--- src/rtl/gpc_popcount_seq.sv ---
// Popcount sequencer: feeds one 16-bit chunk per cycle through a single 16:5 GPC
// and accumulates the partial counts. Define GPC_SKIP_ZERO_EN to skip all-zero chunks.

module core (
  input  logic [15:0] x_i,
  output logic [4:0]  cnt_o
);
  always_comb begin
    cnt_o = '0;
    for (int b = 0; b < 16; b++) cnt_o = cnt_o + 5'(x_i[b]);
  end
endmodule

module gpc_popcount_seq #(
  parameter int NUM_CHUNKS = 4,
  parameter int SUM_W      = 7
) (
  input  logic                    clk,
  input  logic                    rst,
  input  logic                    in_valid,
  output logic                    in_ready,
  input  logic [16*NUM_CHUNKS-1:0] in_vec,
  output logic                    out_valid,
  input  logic                    out_ready,
  output logic [SUM_W-1:0]        out_count,
  output logic                    busy
);
  localparam int IDX_W = (NUM_CHUNKS > 1) ? $clog2(NUM_CHUNKS) : 1;

  if (NUM_CHUNKS < 1 || NUM_CHUNKS > 16) begin : g_bad_chunks
    $error("gpc_popcount_seq: NUM_CHUNKS must be in 1..16");
  end
  if ((1 << SUM_W) <= 16 * NUM_CHUNKS) begin : g_bad_sum_w
    $error("gpc_popcount_seq: SUM_W too narrow for 16*NUM_CHUNKS");
  end

  typedef enum logic [1:0] {S_IDLE, S_RUN, S_DONE} state_e;

  state_e                          state_q, state_d;
  logic [SUM_W-1:0]                acc_q, acc_d;
  logic [IDX_W-1:0]                idx_q, idx_d, idx_first, idx_next;
  logic [NUM_CHUNKS-1:0][15:0]     vec_q, vec_d, in_chunks;
  logic                            last, accept;
  logic [15:0]                     gpc_in;
  logic [4:0]                      gpc_cnt;

  assign in_chunks = in_vec;
  assign in_ready  = (state_q == S_IDLE) && !rst;
  assign accept    = in_valid && in_ready;
  assign out_valid = (state_q == S_DONE);
  assign out_count = acc_q;
  assign busy      = (state_q != S_IDLE);

  // GPC sees zeros outside RUN so it does not toggle on idle data
  assign gpc_in = (state_q == S_RUN) ? vec_q[idx_q] : 16'h0000;

  core u_core (.x_i(gpc_in), .cnt_o(gpc_cnt));

`ifdef GPC_SKIP_ZERO_EN
  logic [NUM_CHUNKS-1:0] mask_q, in_nz;

  always_comb begin
    idx_first = '0;
    idx_next  = idx_q;
    last      = 1'b1;
    in_nz     = '0;
    // descending scan so the lowest qualifying chunk wins
    for (int i = NUM_CHUNKS - 1; i >= 0; i--) begin
      in_nz[i] = |in_chunks[i];
      if (|in_chunks[i]) idx_first = IDX_W'(i);
      if (mask_q[i] && (IDX_W'(i) > idx_q)) begin
        idx_next = IDX_W'(i);
        last     = 1'b0;
      end
    end
  end

  always_ff @(posedge clk) begin
    if (rst)         mask_q <= '0;
    else if (accept) mask_q <= in_nz;
  end
`else
  assign idx_first = '0;
  assign idx_next  = idx_q + 1'b1;
  assign last      = (idx_q == IDX_W'(NUM_CHUNKS - 1));
`endif

  always_comb begin
    state_d = state_q;
    acc_d   = acc_q;
    idx_d   = idx_q;
    vec_d   = vec_q;
    case (state_q)
      S_IDLE: begin
        if (accept) begin
          vec_d   = in_chunks;
          acc_d   = '0;
          idx_d   = idx_first;
          state_d = S_RUN;
        end
      end
      S_RUN: begin
        acc_d = acc_q + SUM_W'(gpc_cnt);
        if (last) state_d = S_DONE;
        else      idx_d   = idx_next;
      end
      S_DONE: begin
        if (out_ready) state_d = S_IDLE;
      end
      default: state_d = S_IDLE;
    endcase
  end

  always_ff @(posedge clk) begin
    if (rst) begin
      state_q <= S_IDLE;
      acc_q   <= '0;
      idx_q   <= '0;
      vec_q   <= '0;
    end else begin
      state_q <= state_d;
      acc_q   <= acc_d;
      idx_q   <= idx_d;
      vec_q   <= vec_d;
    end
  end
endmodule

--- config.mk ---
export PLATFORM = sky130hd
export DESIGN_NAME = gpc_popcount_seq
export DESIGN_NICKNAME = d
export VERILOG_FILES = /design/src/rtl/gpc_popcount_seq.sv
export SDC_FILE = /design/constraint.sdc
export NUM_CORES = 1
export LEC_CHECK = 0
export ABC_AREA = 1
export CORE_MARGIN = 2
export CORE_UTILIZATION = 56
export DETAILED_ROUTE_END_ITERATION = 16
export GPL_ROUTABILITY_DRIVEN = 0
export HOLD_SLACK_MARGIN = 0.03
export PLACE_DENSITY_LB_ADDON = 0.2
export SKIP_LAST_GASP = 1
export SYNTH_ARGS = -nofsm -noshare
export SYNTH_HDL_FRONTEND = slang
export SYNTH_SLANG_ARGS = --single-unit
--- constraint.sdc ---
create_clock -name clk -period 11.05 [get_ports clk]
set_clock_uncertainty 0.1 [all_clocks]
set_input_delay 2.21 -clock clk [delete_from_list [all_inputs] [get_ports clk]]
set_output_delay 2.21 -clock clk [all_outputs]
set_load 0.005 [all_outputs]
==> flow_summary_export.csv, run 1 <==
group,metric,value,unit
clock_network,quantity_of_hold_fixing_buffers_added_after_cts,0,
drt,drt-wirelength-per-cell,13.7,um
worst_setup_path,worstPathMaxFanout,19,
worst_setup_path,kind_of_end_point_of_the_critical_path,"flip-flop",
logic_synthesis,largest_family_of_logic_cells_by_synthesized_area,"simple AND/OR/NAND/NOR gates",
drt,remaining_drc_errors,0,
power_and_ir_drop,power.ir.vdd_worst,0.0000877,V
clock_network,clock_insertion_delay_worst_skew,360,ps
die,dieHeight,86.8,um
global_route,first_global_vias,3436,
die,num_io_pins,78,
sta,setup-tns-final,0,ps
logic_synthesis,synth_area_per_cell,7.14,um2
logic_synthesis,synthArstFlopShare,0,
sta,timing.final.max_slew_violations,0,
clock_network,postCtsSetupRepairBufs,0,
logic_synthesis,post-synth-top-count-cell,"sky130_fd_sc_hd__nand2_1",
drt,routed_via_density,5.43,
logic_synthesis,synth_edf_count,0,
logic_synthesis,synth-xor-area-share,0.00457,
die,rows,30,
sta,final-setup-viol-count,0,
layout,number_of_diodes,0,
drt,final_antenna_net_count,0,
drt,route.final.wire_length,9.34,mm
place,port_buffers,77,
layout,fill_cells,560,
layout,area_growth_syn_to_layout,23.0,%
clock_network,numCtsBuffers,9,
worst_setup_path,cp.arrival,6270,ps
logic_synthesis,synth_adder_area_share,0.0933,
place,dpl.hpwl,6.63,mm
die,area_of_the_die,0.00753,mm2
layout,fin_util,0.702,
logic_synthesis,yosys_most_used_dff,"sky130_fd_sc_hd__dfxtp_1",
global_route,grt_total_usage,0.257,
logic_synthesis,synthesized_flop_and_latch_total,75,
sta,clock.fmax,164,MHz
sta,final_min_period_over_clock_period,0.550,
logic_synthesis,post_synth_num_cell_types,24,
logic_synthesis,ys_seq_area_frac,0.391,
sta,maxSlewHeadroom,0.438,
clock_network,path_clk_slew,90,ps
clock_network,cts_tree,"yes",
logic_synthesis,synth_top_cell_by_area,"sky130_fd_sc_hd__dfxtp_1",
worst_setup_path,critPathKind,"reg2reg",
logic_synthesis,synthCells,537,
sta,setup_repair_after_global_routing_missed_its_margin,"no",
clock_network,clock_path_buffers,2,
drt,detailedRoute.firstPassIterationCount,5,
global_route,grt_overflow,0,
power_and_ir_drop,p_per_area,133,mW/mm2
place,placed_cell_areas,0.00450,mm2
logic_synthesis,synth_top_cell_area_share,0.391,
logic_synthesis,synth_mux_area_frac,0,
clock_network,cts.repair.resized,0,
global_route,grt_first_pass_wirelength,15.2,mm
power_and_ir_drop,power_leakage,0.00217,uW
layout,final_net_count,685,
die,floorplan.initialDensity,0.571,
run,cap_viol_max_count,0,
logic_synthesis,synth_simple_gate_area_frac,0.327,
logic_synthesis,netlist_top_cells_count,"sky130_fd_sc_hd__nand2_1, sky130_fd_sc_hd__dfxtp_1, sky130_fd_sc_hd__nand3_1",
worst_hold_path,worstHoldPathType,"reg2reg",
layout,final_cell_area,0.00472,mm2
worst_setup_path,timing.reg2reg.setup_slack,4970,ps
logic_synthesis,ys_warn_count,0,
worst_setup_path,cp-start-kind,"flip-flop",
sta,timing_hold_violations_final,0,
logic_synthesis,synth_compound_area_frac,0.0871,
logic_synthesis,syn-cell-area,0.00384,mm2
clock_network,htree_levels,3,
clock_network,clockRootBuffer,"sky130_fd_sc_hd__clkbuf_8",
die,die_width,86.8,um
sta,timing.final.crit_period,6080,ps
logic_synthesis,post_synth_main_area_contributors,"sky130_fd_sc_hd__dfxtp_1, sky130_fd_sc_hd__nand2_1, sky130_fd_sc_hd__nand3_1, sky130_fd_sc_hd__fa_1, sky130_fd_sc_hd__nor2_1",
drt,detailedRoute.firstIterationViolations,237,
sta,worst-slew-pin-transition,842,ps
global_route,number_of_antenna_violations_at_the_first_check_in_global_routing,0,
die,placeableCoreArea,0.00672,mm2
drt,via_count,3691,
layout,layout-drive-gt1-share,0.0383,
clock_network,clock_sinks,75,
logic_synthesis,syn-num-nets,627,
outcome,outcome,"completed",
worst_setup_path,critical_path_required,11230,ps
global_route,pin_count_of_the_biggest_net_entering_global_routing,70,
## cells by family (layout without fill, tap and decap cells)
family / count (synthesis) / after routing
buf+inv: 70 / 133
fa+ha+maj: 22 / 22
compound gates: 63 / 63
simple gates: 305 / 305
xor+xnor: 2 / 2
flops: 75 / 75
## path summary, 6_finish.rpt
path,end,cells after the start,from
hold reg to reg,vec_q[47]$_SDFFE_PP0P_,2,vec_q[47]$_SDFFE_PP0P_
hold / removal,vec_q[47]$_SDFFE_PP0P_,2,vec_q[47]$_SDFFE_PP0P_
setup reg to reg,out_count[4]$_SDFFE_PP0P_,20,idx_q[1]$_SDFFE_PP0P_
setup / recovery,out_count[4]$_SDFFE_PP0P_,20,idx_q[1]$_SDFFE_PP0P_
## power by group
group | switching, uW | internal [uW] | leakage, uW
clock network | 105 | 128 | 0.000103
registers | 12.6 | 289 | 0.000617
logic | 47.7 | 45.0 | 0.00145
## layer usage
metal	up-vias	track usage	part of all wire
met1	1710	0.320	0.43
met4	0	0.102	0.026
li1	1836	-	-
met3	26	0.0467	0.057
met5	-	0	0
met2	119	0.439	0.49
## worst max-delay path: stages (launching register included)
cell and delay (ps):
sky130_fd_sc_hd__dfxtp_1 720, sky130_fd_sc_hd__inv_1 400, sky130_fd_sc_hd__nor2_1 170, sky130_fd_sc_hd__o21ai_0 100, sky130_fd_sc_hd__a21oi_1 170, sky130_fd_sc_hd__ha_1 250
sky130_fd_sc_hd__inv_1 80, sky130_fd_sc_hd__fa_1 410, sky130_fd_sc_hd__fa_1 520, sky130_fd_sc_hd__fa_1 540, sky130_fd_sc_hd__inv_1 50, sky130_fd_sc_hd__fa_1 500
sky130_fd_sc_hd__fa_1 450, sky130_fd_sc_hd__inv_1 90, sky130_fd_sc_hd__fa_1 460, sky130_fd_sc_hd__fa_1 400, sky130_fd_sc_hd__inv_1 120, sky130_fd_sc_hd__nand3_1 120
sky130_fd_sc_hd__nand3b_1 110, sky130_fd_sc_hd__nand3_1 80, sky130_fd_sc_hd__a21oi_1 170
## sequential cells by signal (all words and copies together), names as in the netlist
register and flops:
out_count 7, vec_q 64, idx_q 2, state_q 2
## metrics by stage
step                      total power, uW  hold slack (ps)  instances  worst slack (ps)
after global routing                  656              390        680              4600
after CTS                             630              369        680              5030
after global placement                398              354        664              5270
after floorplan                       362              339        537              5780
after detailed placement              400              357        664              5090
final                                 627              368        680              4970
## placed cells by master (no fill, tap or decap), types with 2 or more instances in the layout
master and instances:
sky130_fd_sc_hd__clkdlybuf4s50_1 77, sky130_fd_sc_hd__inv_1 34, sky130_fd_sc_hd__nand2_1 172, sky130_fd_sc_hd__ha_1 11, sky130_fd_sc_hd__nor2_2 2, sky130_fd_sc_hd__nor2_1 55
sky130_fd_sc_hd__nand3b_1 2, sky130_fd_sc_hd__fa_1 11, sky130_fd_sc_hd__a21oi_1 17, sky130_fd_sc_hd__clkinvlp_4 2, sky130_fd_sc_hd__xnor2_1 2, sky130_fd_sc_hd__clkbuf_8 9
sky130_fd_sc_hd__bufinv_16 2, sky130_fd_sc_hd__nand3_1 73, sky130_fd_sc_hd__o22ai_1 11, sky130_fd_sc_hd__o21ai_0 33, sky130_fd_sc_hd__dfxtp_1 75, sky130_fd_sc_hd__buf_4 3
## area by class of cell
| class | instances | area, um2 | area share |
|---|---|---|---|
| sequential | 75 | 1500 | 0.318 |
| clock inverter | 6 | 88.8 | 0.0188 |
| multi-input combinational | 392 | 1960 | 0.416 |
| tap | 80 | 100 | 0.0212 |
| clock buffer | 10 | 128 | 0.0271 |
| inverter | 37 | 141 | 0.0300 |
| timing repair buffer | 80 | 793 | 0.168 |
Note: power is estimated with default switching activity, not from simulation.
==> inputs of run 2 (changes only) <==
--- a/config.mk
+++ b/config.mk
@@ -7,7 +7,7 @@
 export LEC_CHECK = 0
 export ABC_AREA = 1
 export CORE_MARGIN = 2
-export CORE_UTILIZATION = 56
+export CORE_UTILIZATION = 47
 export DETAILED_ROUTE_END_ITERATION = 16
 export GPL_ROUTABILITY_DRIVEN = 0
 export HOLD_SLACK_MARGIN = 0.03
==> constraint.sdc (replaced) <==
create_clock -name clk -period 5 [get_ports clk]
set_clock_uncertainty 0.1 [all_clocks]
set_input_delay 1 -clock clk [delete_from_list [all_inputs] [get_ports clk]]
set_output_delay 1 -clock clk [all_outputs]
set_load 0.005 [all_outputs]
==> run 2 against run 1 <==
Effect of this change:
- die area rose by 18%
- final area is 7.3% higher
- via count rose by 1.4%
- worst hold slack gained 1.4 ps
- the run now ends with negative setup slack left
- sequential share of layout area fell by 2.1 points
- combinational power is 140% higher
- critical endpoint is now out_count[6]$_SDFFE_PP0P_
- maximum frequency rose by 20%
- non-clock buffer count increased by 19
- cell count up 6.0%
==> flow_summary_export.csv, run 2 (same netlist as run 1, synthesis figures left out) <==
group,metric,value,unit
outcome,outcome,"complete, but fails checks",
outcome,violations,"negative setup slack",
sta,final_min_period_over_clock_period,1.01,
worst_setup_path,cp-start-kind,"flip-flop",
clock_network,path_clk_slew,80,ps
worst_setup_path,worstPathMaxFanout,5,
die,area_of_the_die,0.00890,mm2
clock_network,clock_insertion_delay_worst_skew,340,ps
place,placed_cell_areas,0.00467,mm2
clock_network,clock_path_buffers,2,
layout,final_cell_mix,"sky130_fd_sc_hd__nand2_1, sky130_fd_sc_hd__clkdlybuf4s50_1, sky130_fd_sc_hd__dfxtp_1",
layout,fill_cells,706,
sta,clock.fmax,197,MHz
worst_setup_path,critPathKind,"reg2reg",
clock_network,clock_sinks,75,
drt,routed_via_density,5.19,
layout,final_net_count,704,
place,dpl.hpwl,6.97,mm
global_route,first_global_vias,3526,
die,dieHeight,94.3,um
layout,area_growth_syn_to_layout,31.9,%
worst_setup_path,cp.arrival,5220,ps
die,rows,32,
layout,final_cell_count_no_fill,721,
global_route,grt_first_pass_wirelength,16.3,mm
die,num_io_pins,78,
drt,remaining_drc_errors,0,
sta,worst_slack,-74.6,ps
sta,final-setup-viol-count,2,
global_route,grt_overflow,0,
place,dp_cells,702,
clock_network,quantity_of_hold_fixing_buffers_added_after_cts,0,
sta,maxSlewHeadroom,0.560,
power_and_ir_drop,p_per_area,272,mW/mm2
layout,final_cell_area,0.00506,mm2
layout,multiInputGateArea,0.00210,mm2
layout,largest_register_ff_count,64,
layout,largest-register,"vec_q",
sta,timing.final.crit_period,5070,ps
drt,detailedRoute.firstPassIterationCount,4,
global_route,grt_total_usage,0.235,
sta,setup-tns-final,-118,ps
layout,number_of_diodes,0,
run,cap_viol_max_count,0,
place,port_buffers,77,
clock_network,htree_levels,3,
drt,route.final.wire_length,9.94,mm
power_and_ir_drop,power.ir.vdd_worst,0.000119,V
sta,worst-slew-pin-transition,660,ps
die,die_width,94.3,um
clock_network,clockRootBuffer,"sky130_fd_sc_hd__clkbuf_8",
layout,most_common_cell_after_layout_fill_and_taps_aside,"sky130_fd_sc_hd__nand2_1",
layout,layout-drive-gt1-share,0.131,
layout,fin_util,0.648,
sta,setup_repair_after_global_routing_missed_its_margin,"yes",
sta,timing.final.max_slew_violations,0,
layout,layout.area.seq,0.00151,mm2
drt,final_antenna_net_count,0,
worst_hold_path,worstHoldPathType,"reg2reg",
clock_network,numCtsBuffers,9,
global_route,pin_count_of_the_biggest_net_entering_global_routing,67,
place,placement.setup.worst_slack,-153,ps
worst_setup_path,critical_path_required,5150,ps
drt,drt-wirelength-per-cell,13.8,um
sta,timing_hold_violations_final,0,
die,placeableCoreArea,0.00781,mm2
clock_network,cts_tree,"yes",
drt,detailedRoute.firstIterationViolations,182,
power_and_ir_drop,power_leakage,0.00230,uW
worst_setup_path,kind_of_end_point_of_the_critical_path,"flip-flop",
global_route,number_of_antenna_violations_at_the_first_check_in_global_routing,0,
drt,via_count,3741,
die,floorplan.initialDensity,0.491,
-- run 2: cell count changes in the layout (fill, tap and decap cells not counted), moves of 5 or more --
cell,previous run,this run
sky130_fd_sc_hd__buf_4,3,18
sky130_fd_sc_hd__inv_1,34,25
sky130_fd_sc_hd__inv_2,1,10
sky130_fd_sc_hd__nand2_1,172,164
sky130_fd_sc_hd__nand2_2,0,8
sky130_fd_sc_hd__nor2_1,55,49
sky130_fd_sc_hd__nand3_1,73,68
sky130_fd_sc_hd__nand3_2,1,6
sky130_fd_sc_hd__nor2_2,2,7
-- run 2: what timing repair did --
item | CTS | global route
endpoints found under the setup margin | 6 | 6
gates resized for setup | 22 | 23
cloned | 1 | 0
setup buffers | 2 | 1
pin swaps | 20 | 26
-- run 2: area by class of cell --
cell class / count / share of cell area
clock buffers: 13 / 0.0314
clock inverters: 3 / 0.00915
inverters: 37 / 0.0284
multi-input cells: 392 / 0.414
flip-flops and latches: 75 / 0.298
well taps: 102 / 0.0252
repair buffers: 99 / 0.194
-- run 2: power breakdown --
group	internal (uW)	switching, uW	leakage (uW)
combinational	114	112	0.00159
sequential	639	30.3	0.000618
clock	259	220	0.0000998
total	1010	362	0.00230
-- run 2: path summary, 6_finish.rpt --
kind / from / to / slack, ps / cells past startpoint
setup / recovery: idx_q[0]$_SDFFE_PP0P_ / out_count[6]$_SDFFE_PP0P_ / -70 / 25
hold / removal: vec_q[46]$_SDFFE_PP0P_ / vec_q[46]$_SDFFE_PP0P_ / 370 / 2
setup reg to reg: idx_q[0]$_SDFFE_PP0P_ / out_count[6]$_SDFFE_PP0P_ / -70 / 25
hold reg to reg: vec_q[46]$_SDFFE_PP0P_ / vec_q[46]$_SDFFE_PP0P_ / 370 / 2
-- run 2: worst max-delay path, cell delays in order (launching register included) --
cell	delay (ps)
sky130_fd_sc_hd__dfxtp_4	380
sky130_fd_sc_hd__buf_12	140
sky130_fd_sc_hd__nor2_2	100
sky130_fd_sc_hd__nor2_1	40
sky130_fd_sc_hd__o21ai_1	80
sky130_fd_sc_hd__a21oi_1	90
sky130_fd_sc_hd__ha_1	290
sky130_fd_sc_hd__inv_2	40
sky130_fd_sc_hd__fa_1	510
sky130_fd_sc_hd__fa_1	430
sky130_fd_sc_hd__fa_1	490
sky130_fd_sc_hd__inv_1	50
sky130_fd_sc_hd__fa_1	450
sky130_fd_sc_hd__fa_2	380
sky130_fd_sc_hd__a21oi_2	160
sky130_fd_sc_hd__nor2_1	60
sky130_fd_sc_hd__nor2_1	110
sky130_fd_sc_hd__xnor2_1	100
sky130_fd_sc_hd__ha_1	420
sky130_fd_sc_hd__nand2_1	120
sky130_fd_sc_hd__nor2_2	130
sky130_fd_sc_hd__nand2_1	70
sky130_fd_sc_hd__nand3_2	80
sky130_fd_sc_hd__nand3_2	60
sky130_fd_sc_hd__nand2_1	60
sky130_fd_sc_hd__nor2_1	50
-- run 2: per-stage QoR --
stage                     hold WS [ps]  total power (uW)
after floorplan                    339               801
after global placement             354               889
after detailed placement           359               895
after CTS                          370              1370
after global routing               394              1430
final                              369              1370
-- run 2: per-layer routing --
| metal | GRT usage | vias up | routed length [um] |
|---|---|---|---|
| li1 | - | 1877 | - |
| met1 | 0.315 | 1693 | 4520 |
| met2 | 0.380 | 152 | 4510 |
| met5 | 0 | - | 0 |
| met4 | 0.0652 | 0 | 164 |
| met3 | 0.0567 | 19 | 747 |
